[config.mk]
export PLATFORM = sky130hd
export DESIGN_NAME = csr_unit
export DESIGN_NICKNAME = d
export VERILOG_FILES = /design/src/rtl/csr_pkg.sv /design/src/rtl/csr_counter.sv /design/src/rtl/csr_unit.sv
export SDC_FILE = /design/constraint.sdc
export NUM_CORES = 1
export LEC_CHECK = 0
export CORE_AREA = 5 5 156 158
export DETAILED_ROUTE_END_ITERATION = 16
export DIE_AREA = 0 0 161 163
export PLACE_DENSITY = 0.81
export SLEW_MARGIN = 10
export SYNTH_ARGS = -nofsm -noshare
export SYNTH_HDL_FRONTEND = slang
export SYNTH_HIERARCHICAL = 1
export SYNTH_SLANG_ARGS = --single-unit
[constraint.sdc]
create_clock -name clk -period 5.5 [get_ports clk]
set_input_delay 1.375 -clock clk [delete_from_list [all_inputs] [get_ports clk]]
set_output_delay 1.375 -clock clk [all_outputs]
set_load 0.03 [all_outputs]
[src/rtl/csr_pkg.sv]
// CSR unit shared definitions: CSR addresses, Zicsr funct3 encodings and the
// operation kind carried in funct3[1:0].
package csr_pkg;

  // Simulation mailbox polled by test benches
  localparam logic [11:0] CSR_TOHOST    = 12'h51E;

  // User-level read-only counter views
  localparam logic [11:0] CSR_CYCLE     = 12'hC00;
  localparam logic [11:0] CSR_CYCLEH    = 12'hC80;
  localparam logic [11:0] CSR_INSTRET   = 12'hC02;
  localparam logic [11:0] CSR_INSTRETH  = 12'hC82;

  // Machine-level writable aliases of the same counters
  localparam logic [11:0] CSR_MCYCLE    = 12'hB00;
  localparam logic [11:0] CSR_MCYCLEH   = 12'hB80;
  localparam logic [11:0] CSR_MINSTRET  = 12'hB02;
  localparam logic [11:0] CSR_MINSTRETH = 12'hB82;

  // Branch performance counters (present only with CSR_HPM_EN)
  localparam logic [11:0] CSR_HPM3      = 12'hB03;
  localparam logic [11:0] CSR_HPM4      = 12'hB04;
  localparam logic [11:0] CSR_HPM3_RO   = 12'hC03;
  localparam logic [11:0] CSR_HPM4_RO   = 12'hC04;

  // Zicsr funct3 encodings
  localparam logic [2:0] F3_CSRRW  = 3'b001;
  localparam logic [2:0] F3_CSRRS  = 3'b010;
  localparam logic [2:0] F3_CSRRC  = 3'b011;
  localparam logic [2:0] F3_CSRRWI = 3'b101;
  localparam logic [2:0] F3_CSRRSI = 3'b110;
  localparam logic [2:0] F3_CSRRCI = 3'b111;

  // Operation selected by funct3[1:0]; funct3[2] only picks the operand source
  typedef enum logic [1:0] {
    OP_NONE = 2'b00,
    OP_RW   = 2'b01,
    OP_RS   = 2'b10,
    OP_RC   = 2'b11
  } csr_op_e;

endpackage

[src/rtl/csr_counter.sv]
// Free-running wrap-around counter with an increment enable and separate
// 32-bit write ports for the low and high halves. A write in the same cycle
// as an increment wins and the increment is dropped. Supports WIDTH = 32
// (no high half) or WIDTH in 33..64.
module csr_counter #(
  parameter int WIDTH = 64
) (
  input  logic             clk,
  input  logic             rst,
  input  logic             inc,
  input  logic             wr_lo,
  input  logic             wr_hi,
  input  logic [31:0]      wdata,
  output logic [WIDTH-1:0] count
);

  logic [WIDTH-1:0] count_nx;

  generate
    if (WIDTH > 32) begin : g_wide
      // Half-word writes keep the other half untouched, so a low write never carries upward
      always_comb begin
        count_nx = count + WIDTH'(1);
        if (wr_lo) begin
          count_nx = {count[WIDTH-1:32], wdata};
        end else if (wr_hi) begin
          count_nx = {wdata[WIDTH-33:0], count[31:0]};
        end else if (!inc) begin
          count_nx = count;
        end
      end
    end else begin : g_narrow
      // Single-word counter; a high-half write has nothing to update but still drops the increment
      always_comb begin
        count_nx = count + WIDTH'(1);
        if (wr_lo) begin
          count_nx = wdata;
        end else if (wr_hi || !inc) begin
          count_nx = count;
        end
      end
    end
  endgenerate

  // Counter state register
  always_ff @(posedge clk) begin
    if (rst) begin
      count <= '0;
    end else begin
      count <= count_nx;
    end
  end

endmodule

[src/rtl/csr_unit.sv]
// Execute-stage CSR unit: decodes Zicsr operations, returns the old CSR value
// combinationally for writeback, and owns tohost plus the cycle/instret
// counters. Define CSR_HPM_EN to add the branch-retired and mispredict
// performance counters (mhpmcounter3/4) and their br_retire/br_mispredict inputs.
module csr_unit
  import csr_pkg::*;
#(
  parameter logic [31:0] TOHOST_RESET  = 32'h0000_0000,
  parameter int          COUNTER_WIDTH = 64
) (
  input  logic        clk,
  input  logic        rst,
  input  logic        csr_valid,
  input  logic        stall,
  input  logic        kill,
  input  logic [2:0]  csr_funct3,
  input  logic [11:0] csr_addr,
  input  logic [4:0]  csr_uimm,
  input  logic [31:0] rs1_data,
  input  logic        instret_pulse,
`ifdef CSR_HPM_EN
  input  logic        br_retire,
  input  logic        br_mispredict,
`endif
  output logic [31:0] csr_rdata,
  output logic        csr_illegal,
  output logic [31:0] tohost
);

  csr_op_e                  op;
  logic                     commit;
  logic [31:0]              src;
  logic [31:0]              old_val;
  logic [31:0]              new_val;
  logic                     known;
  logic                     writable;
  logic                     wr_req;
  logic                     do_write;

  logic [COUNTER_WIDTH-1:0] cycle_cnt;
  logic [COUNTER_WIDTH-1:0] instret_cnt;
  logic [63:0]              cycle_ext;
  logic [63:0]              instret_ext;

  assign op     = csr_op_e'(csr_funct3[1:0]);
  assign commit = csr_valid & ~stall & ~kill;
  assign src    = csr_funct3[2] ? {27'd0, csr_uimm} : rs1_data;

  // RS/RC with a zero rs1 index / zimm is a pure read and must not count as a write
  assign wr_req = (op == OP_RW) ||
                  (((op == OP_RS) || (op == OP_RC)) && (csr_uimm != 5'd0));

  // Zero-extend so the high-half views read cleanly for narrow counters
  assign cycle_ext   = 64'(cycle_cnt);
  assign instret_ext = 64'(instret_cnt);

`ifdef CSR_HPM_EN
  logic [31:0] hpm3_cnt;
  logic [31:0] hpm4_cnt;
`endif

  // Address decode: old value, whether the address exists, whether it accepts writes
  always_comb begin
    old_val  = 32'd0;
    known    = 1'b0;
    writable = 1'b0;
    case (csr_addr)
      CSR_TOHOST:    begin old_val = tohost;             known = 1'b1; writable = 1'b1; end
      CSR_CYCLE:     begin old_val = cycle_ext[31:0];    known = 1'b1; end
      CSR_CYCLEH:    begin old_val = cycle_ext[63:32];   known = 1'b1; end
      CSR_INSTRET:   begin old_val = instret_ext[31:0];  known = 1'b1; end
      CSR_INSTRETH:  begin old_val = instret_ext[63:32]; known = 1'b1; end
      CSR_MCYCLE:    begin old_val = cycle_ext[31:0];    known = 1'b1; writable = 1'b1; end
      CSR_MCYCLEH:   begin old_val = cycle_ext[63:32];   known = 1'b1; writable = 1'b1; end
      CSR_MINSTRET:  begin old_val = instret_ext[31:0];  known = 1'b1; writable = 1'b1; end
      CSR_MINSTRETH: begin old_val = instret_ext[63:32]; known = 1'b1; writable = 1'b1; end
`ifdef CSR_HPM_EN
      CSR_HPM3:      begin old_val = hpm3_cnt;           known = 1'b1; writable = 1'b1; end
      CSR_HPM4:      begin old_val = hpm4_cnt;           known = 1'b1; writable = 1'b1; end
      CSR_HPM3_RO:   begin old_val = hpm3_cnt;           known = 1'b1; end
      CSR_HPM4_RO:   begin old_val = hpm4_cnt;           known = 1'b1; end
`endif
      default:       begin old_val = 32'd0;              known = 1'b0; end
    endcase
  end

  // Read-modify-write result for the selected operation
  always_comb begin
    new_val = old_val;
    case (op)
      OP_RW:   new_val = src;
      OP_RS:   new_val = old_val | src;
      OP_RC:   new_val = old_val & ~src;
      default: new_val = old_val;
    endcase
  end

  assign do_write    = commit & known & writable & wr_req;
  assign csr_rdata   = (csr_valid && known) ? old_val : 32'd0;
  assign csr_illegal = csr_valid & (~known | (wr_req & ~writable));

  // tohost mailbox register; output comes straight from the flop
  always_ff @(posedge clk) begin
    if (rst) begin
      tohost <= TOHOST_RESET;
    end else if (do_write && (csr_addr == CSR_TOHOST)) begin
      tohost <= new_val;
    end
  end

  csr_counter #(
    .WIDTH (COUNTER_WIDTH)
  ) u_cycle (
    .clk   (clk),
    .rst   (rst),
    .inc   (1'b1),
    .wr_lo (do_write && (csr_addr == CSR_MCYCLE)),
    .wr_hi (do_write && (csr_addr == CSR_MCYCLEH)),
    .wdata (new_val),
    .count (cycle_cnt)
  );

  csr_counter #(
    .WIDTH (COUNTER_WIDTH)
  ) u_instret (
    .clk   (clk),
    .rst   (rst),
    .inc   (instret_pulse),
    .wr_lo (do_write && (csr_addr == CSR_MINSTRET)),
    .wr_hi (do_write && (csr_addr == CSR_MINSTRETH)),
    .wdata (new_val),
    .count (instret_cnt)
  );

`ifdef CSR_HPM_EN
  csr_counter #(
    .WIDTH (32)
  ) u_hpm3 (
    .clk   (clk),
    .rst   (rst),
    .inc   (br_retire),
    .wr_lo (do_write && (csr_addr == CSR_HPM3)),
    .wr_hi (1'b0),
    .wdata (new_val),
    .count (hpm3_cnt)
  );

  csr_counter #(
    .WIDTH (32)
  ) u_hpm4 (
    .clk   (clk),
    .rst   (rst),
    .inc   (br_mispredict),
    .wr_lo (do_write && (csr_addr == CSR_HPM4)),
    .wr_hi (1'b0),
    .wdata (new_val),
    .count (hpm4_cnt)
  );
`endif

endmodule

-- Yosys cells after proc, flatten, opt, wreduce, memory -nomap -nowiden
Index checks and enable logic that the tools add are counted.
- logic and storage cells: 68
- output and inout bits: 65
- register bits after elaboration: 160
- input port bits: 58
- $add $sub $neg: 2
- bitwise operators: 16
- muxes and demuxes: 11
- reductions and logical operators: 20
- equal/unequal tests: 14
- operator list (operator ; number):
    $mux W64 ; 3
    $pmux W32 S5 ; 1
    $add A64 B1 Y64 const B ; 2
    $mux W32 ; 4
    $eq A12 B12 Y1 const B ; 8
    $pmux W32 S3 ; 1
    $and A32 B32 Y32 ; 1
    $not A32 Y32 ; 1
    $or A32 B32 Y32 ; 1
    $eq A12 B11 Y1 const B ; 1
    $reduce_or A9 Y1 ; 1
    $reduce_or A2 Y1 ; 4
    $and A1 B1 Y1 ; 7
    $logic_and A1 B1 Y1 ; 7
    $not A1 Y1 ; 5
    $reduce_bool A5 Y1 ; 1
    $reduce_or A5 Y1 ; 1
    $eq A2 B2 Y1 const B ; 2
    $ne A2 B1 Y1 const B ; 2
    $reduce_and A2 Y1 ; 2
    $reduce_bool A2 Y1 ; 2
    $eq A2 B1 Y1 const B ; 1
    $logic_or A1 B1 Y1 ; 2
    $mux W1 ; 2
    $or A1 B1 Y1 ; 1

-- Logic depth before layout (Yosys ltp)
- depth after elaboration: 9
- depth in mapped cells: 13
- depth with buffers taken out: 10

-- By module
Netlist, hierarchy kept.
- modules (own cells, without submodules) (module ; sequential area each (µm²) ; cells each ; times used ; area each (µm²)):
    csr_unit ; 640.6 ; 625 ; 1 ; 4680.7
    csr_counter at u_cycle ; 1281.2 ; 567 ; 1 ; 4280.4
    csr_counter at u_instret ; 1281.2 ; 560 ; 1 ; 4192.8

-- Worst setup path after synthesis
Ideal clock, no wire load.
- path type: input -> output
- start point: input csr_addr[0]
- end point: output csr_rdata[16]
- path buffers: 2
- slack: 868 ps
- required time: 4125 ps
- cell stages on the path: 7
- arrival: 3257 ps
- cells stage by stage: or4b_1 > buf_6 > a211o_4 > nand2_1 > clkbuf_1 > nand2_1 > nor2_1
- longest elaborated chain between the ends: 5
- elaborated cells between the ends (all ways): 18
- those cells by class: 9 x eq/ne; 3 x mux; 6 x reduce/logical
- ends and longest elaborated chain (item ; RTL line ; RTL):
    start: declaration ; csr_unit.sv:17 ; input logic [11:0] csr_addr,
    $eq A12 B11 Y1 or $eq A12 B12 Y1 (tied branches) ; csr_unit.sv:67 ; case (csr_addr)
    $reduce_or A9 Y1 (no line) ; n/a ;
    $mux W1 ; csr_unit.sv:67 ;
    $logic_and A1 B1 Y1 ; csr_unit.sv:99 ; assign csr_rdata = (csr_valid && known) ? old_val : 32'd0;
    $mux W32 * ; csr_unit.sv:99 ;
    end: declaration ; csr_unit.sv:25 ; output logic [31:0] csr_rdata,
Mark *: on every way between the ends. The rest lies on a longest branch, timed or not.

-- Worst setup path in the final report
- start point: input csr_addr[7]
- end point: output csr_rdata[22]
The elaborated chain is that of the path after synthesis.

==> impl_results.md <==
- Status: complete, no violations
- Worst EP arrival: 3.99 ns
- TritonCTS buffer count: 17
- Largest net degree at the start of global routing: approximately 100
- Final antenna-violating net count: 0
- Clk root buf: clkbuf_16
- DR vias: about 15000
- Finished Cell Area: between 0.015 and 0.02 mm2
- Nets: approximately 1900
- Total iterations of the first detailed-routing run: 8
- Syn Nets: between 1500 and 2000
- Final Setup Violations: 0
- CP endpoint kind: primary output
- Core area: 0.0230 mm2
- Number of hold buffers added after cts: 0
- First-pass GRT wire length: ~84 mm
- Area grow syn2layout: 15.3%
- Pwr Density: roughly 180 mW/mm2
- Setup repair after global routing missed its margin: false
- Die span in y: roughly 160 um
- Main synth FF type: dfxtp_1
- Starting Density: 57.2%
- Chip Width: 161 um
- Hold path depth: 2
- H-tree depth: 4
- Netlist cell types: between 90 and 100
- Layout cell share with drive strength beyond 1: between 10% and 20%
- Max Slew Vio Count: 0
- Number of synthesized flops with an enable pin: 0
- All-Layer GR Usage: approximately two fifths
- Port Buf Inserts: roughly 120
- DP Cell Count: 2087
- Fin crit period: ~5.4 ns
- Sequential share of the synthesized area: about a quarter
- Hold crit path type: reg -> reg
- GP Congestion: slightly above 1
- DR WL/cell: ~27 um
- Hold Path End: u_cycle/count[63]$_SDFFE_PP0P_
- Tcrit/Tclk final: between 90% and 100%
- Reg2reg start: u_instret/count[3]$_SDFFE_PP0P_
- Relative slew slack: about a quarter
- Worst-path clk slew: approximately 0.070 ns
- Total negative setup slack: 0 ns
- Hold WS: 0.499 ns
- Final worst slack: approximately 0.13 ns
- Tightest Pin Transition: around 1.1 ns
- TritonCTS clock tree: built
- DRC errors left: 0
- Hold_sp: u_cycle/count[63]$_SDFFE_PP0P_
- Layout Utilization: between 60% and 70%
- Drt total wl: 56.5 mm
- Reg-to-reg slack, setup: 2.29 ns
- Die Area: about 0.026 mm2
- Max Cap Viol: 0
- Clk sink count: between 150 and 200
- LEAKAGE: ~5.5 nW
- Vias/cell: just over 7
- Layout Cells excl Fill: 2121
- CP Class: in -> out
- Vias in the first global route: between 10000 and 15000
- Core Rows: between 50 and 60
- Overflow after GRT: 0
- Warnings from Yosys: 6
- I/O Pins: roughly 120
- Setup Slack @ Placement: approximately 0.17 ns
- Register bit total from synthesis: 160
- Final Hold Fails: 0
- Cts repair resizes: 0
- Peak Freq: about 190 MHz
- Dpl cell area: about 0.015 mm2
- Max Fanout on Critical Path: 28
- Postcts setup bufs: 0
- Initial antenna violation count: 6
- Setup Skew: 0.0132 ns
- Design Power: between 2 and 3 mW
- CP Launch Type: input port
- Mean Syn Cell Area: 7.51 um2
- Initial DRC Count: 2604
- Peak supply drop: approximately 0.24 mV
- Worst-Skew Late Latency: roughly 0.44 ns
- Data required, critical path: 4.12 ns
- R2R Path End: u_instret/count[51]$_SDFFE_PP0P_
- Mapped cell area: 0.0132 mm2
- Maximum buffer depth of the clock tree: 2
- Post-DP HPWL: around 41 mm
- Async set-reset flop share out of synthesis: 0%
- Mapped Cells: 1752
- R2r worst-path depth: 5
-- flip-flops by register name (all words and copies together), names as in the netlist --
register,count
tohost,32
u_instret/count,64
u_cycle/count,64
-- kinds of logic after synthesis --
| logic type | synth area share (%) |
|---|---|
| XOR/XNOR | 4.46 |
| AND/OR/NAND/NOR | 33.9 |
| buffers and inverters | 6.01 |
| AO/OA/AOI/OAI | 23.6 |
| multiplexers | 7.53 |
| adder cells (fa/ha/maj) | 0.190 |
| other | 0.0285 |
| flip-flops | 24.4 |
-- worst max-delay path by stage --
stage | from | end | slack [ns] | cells past startpoint
global route | csr_addr[7] | csr_rdata[22] | 0.02 | 7
finish | csr_addr[7] | csr_rdata[22] | 0.13 | 7
floorplan | csr_addr[0] | csr_rdata[16] | 0.87 | 7
global placement | csr_addr[0] | csr_rdata[22] | 0.19 | 7
CTS | csr_addr[7] | csr_rdata[22] | 0.16 | 7
detailed placement | csr_addr[7] | csr_rdata[22] | 0.17 | 7
-- area by class of cell --
cell class	count	area (um2)
tap	290	363
multi-input combinational	1418	9180
sequential	160	3200
clock inverter	12	159
antenna	2	5.00
inverter	30	113
timing repair buffer	189	1700
fill	1969	7820
clock buffer	20	447
-- cells in the mapped netlist, types with 38 or more instances --
library cell / instances / area [um2]
a21oi_1: 105 / 526
a31oi_1: 45 / 282
and3_1: 71 / 444
clkbuf_1: 94 / 353
dfxtp_1: 160 / 3200
mux2i_1: 63 / 631
nand2_1: 157 / 589
nand2b_1: 38 / 238
nand3_1: 75 / 375
nand4_1: 59 / 369
nor2_1: 194 / 728
nor3_1: 45 / 225
o21ai_0: 39 / 195
-- cells in the final DEF (no fill, tap or decap), types with 13 or more instances in the layout --
cell type        instances
nor2_1                 194
dfxtp_1                160
nand2_1                157
a21oi_1                105
buf_4                   96
clkdlybuf4s50_1         87
nand3_1                 75
and3_1                  71
mux2i_1                 63
nand4_1                 59
a31oi_1                 45
nor3_1                  45
nand2b_1                38
o21ai_0                 38
xnor2_1                 36
a211oi_1                33
mux2_2                  32
a2111oi_0               31
xor2_1                  31
a221o_1                 29
inv_1                   27
or3_1                   26
nor4_1                  25
nor2b_1                 23
o211ai_1                23
and2_1                  22
or4_1                   19
nand3b_1                17
clkbuf_16               17
o22ai_1                 13
-- worst max-delay path: stages --
cell,delay [ns]
clkdlybuf4s50_1,0.71
or4b_1,0.47
buf_4,0.24
a2111oi_0,0.63
a221o_1,0.23
and3_1,0.16
buf_4,0.17
-- report_power, final --
group	internal, mW	switching, mW
sequential	1.17	0.0194
clock	0.729	0.542
combinational	0.123	0.221
total	2.02	0.783
-- layer usage --
layer	track usage, %	part of all wire [%]	up-vias
li1	-	-	6712
met1	54.2	39	7079
met2	61.9	42	1122
met3	10.6	13	189
met4	22.0	6.4	2
met5	0	0.023	-
No activity file was read; power rests on OpenSTA's default activity.
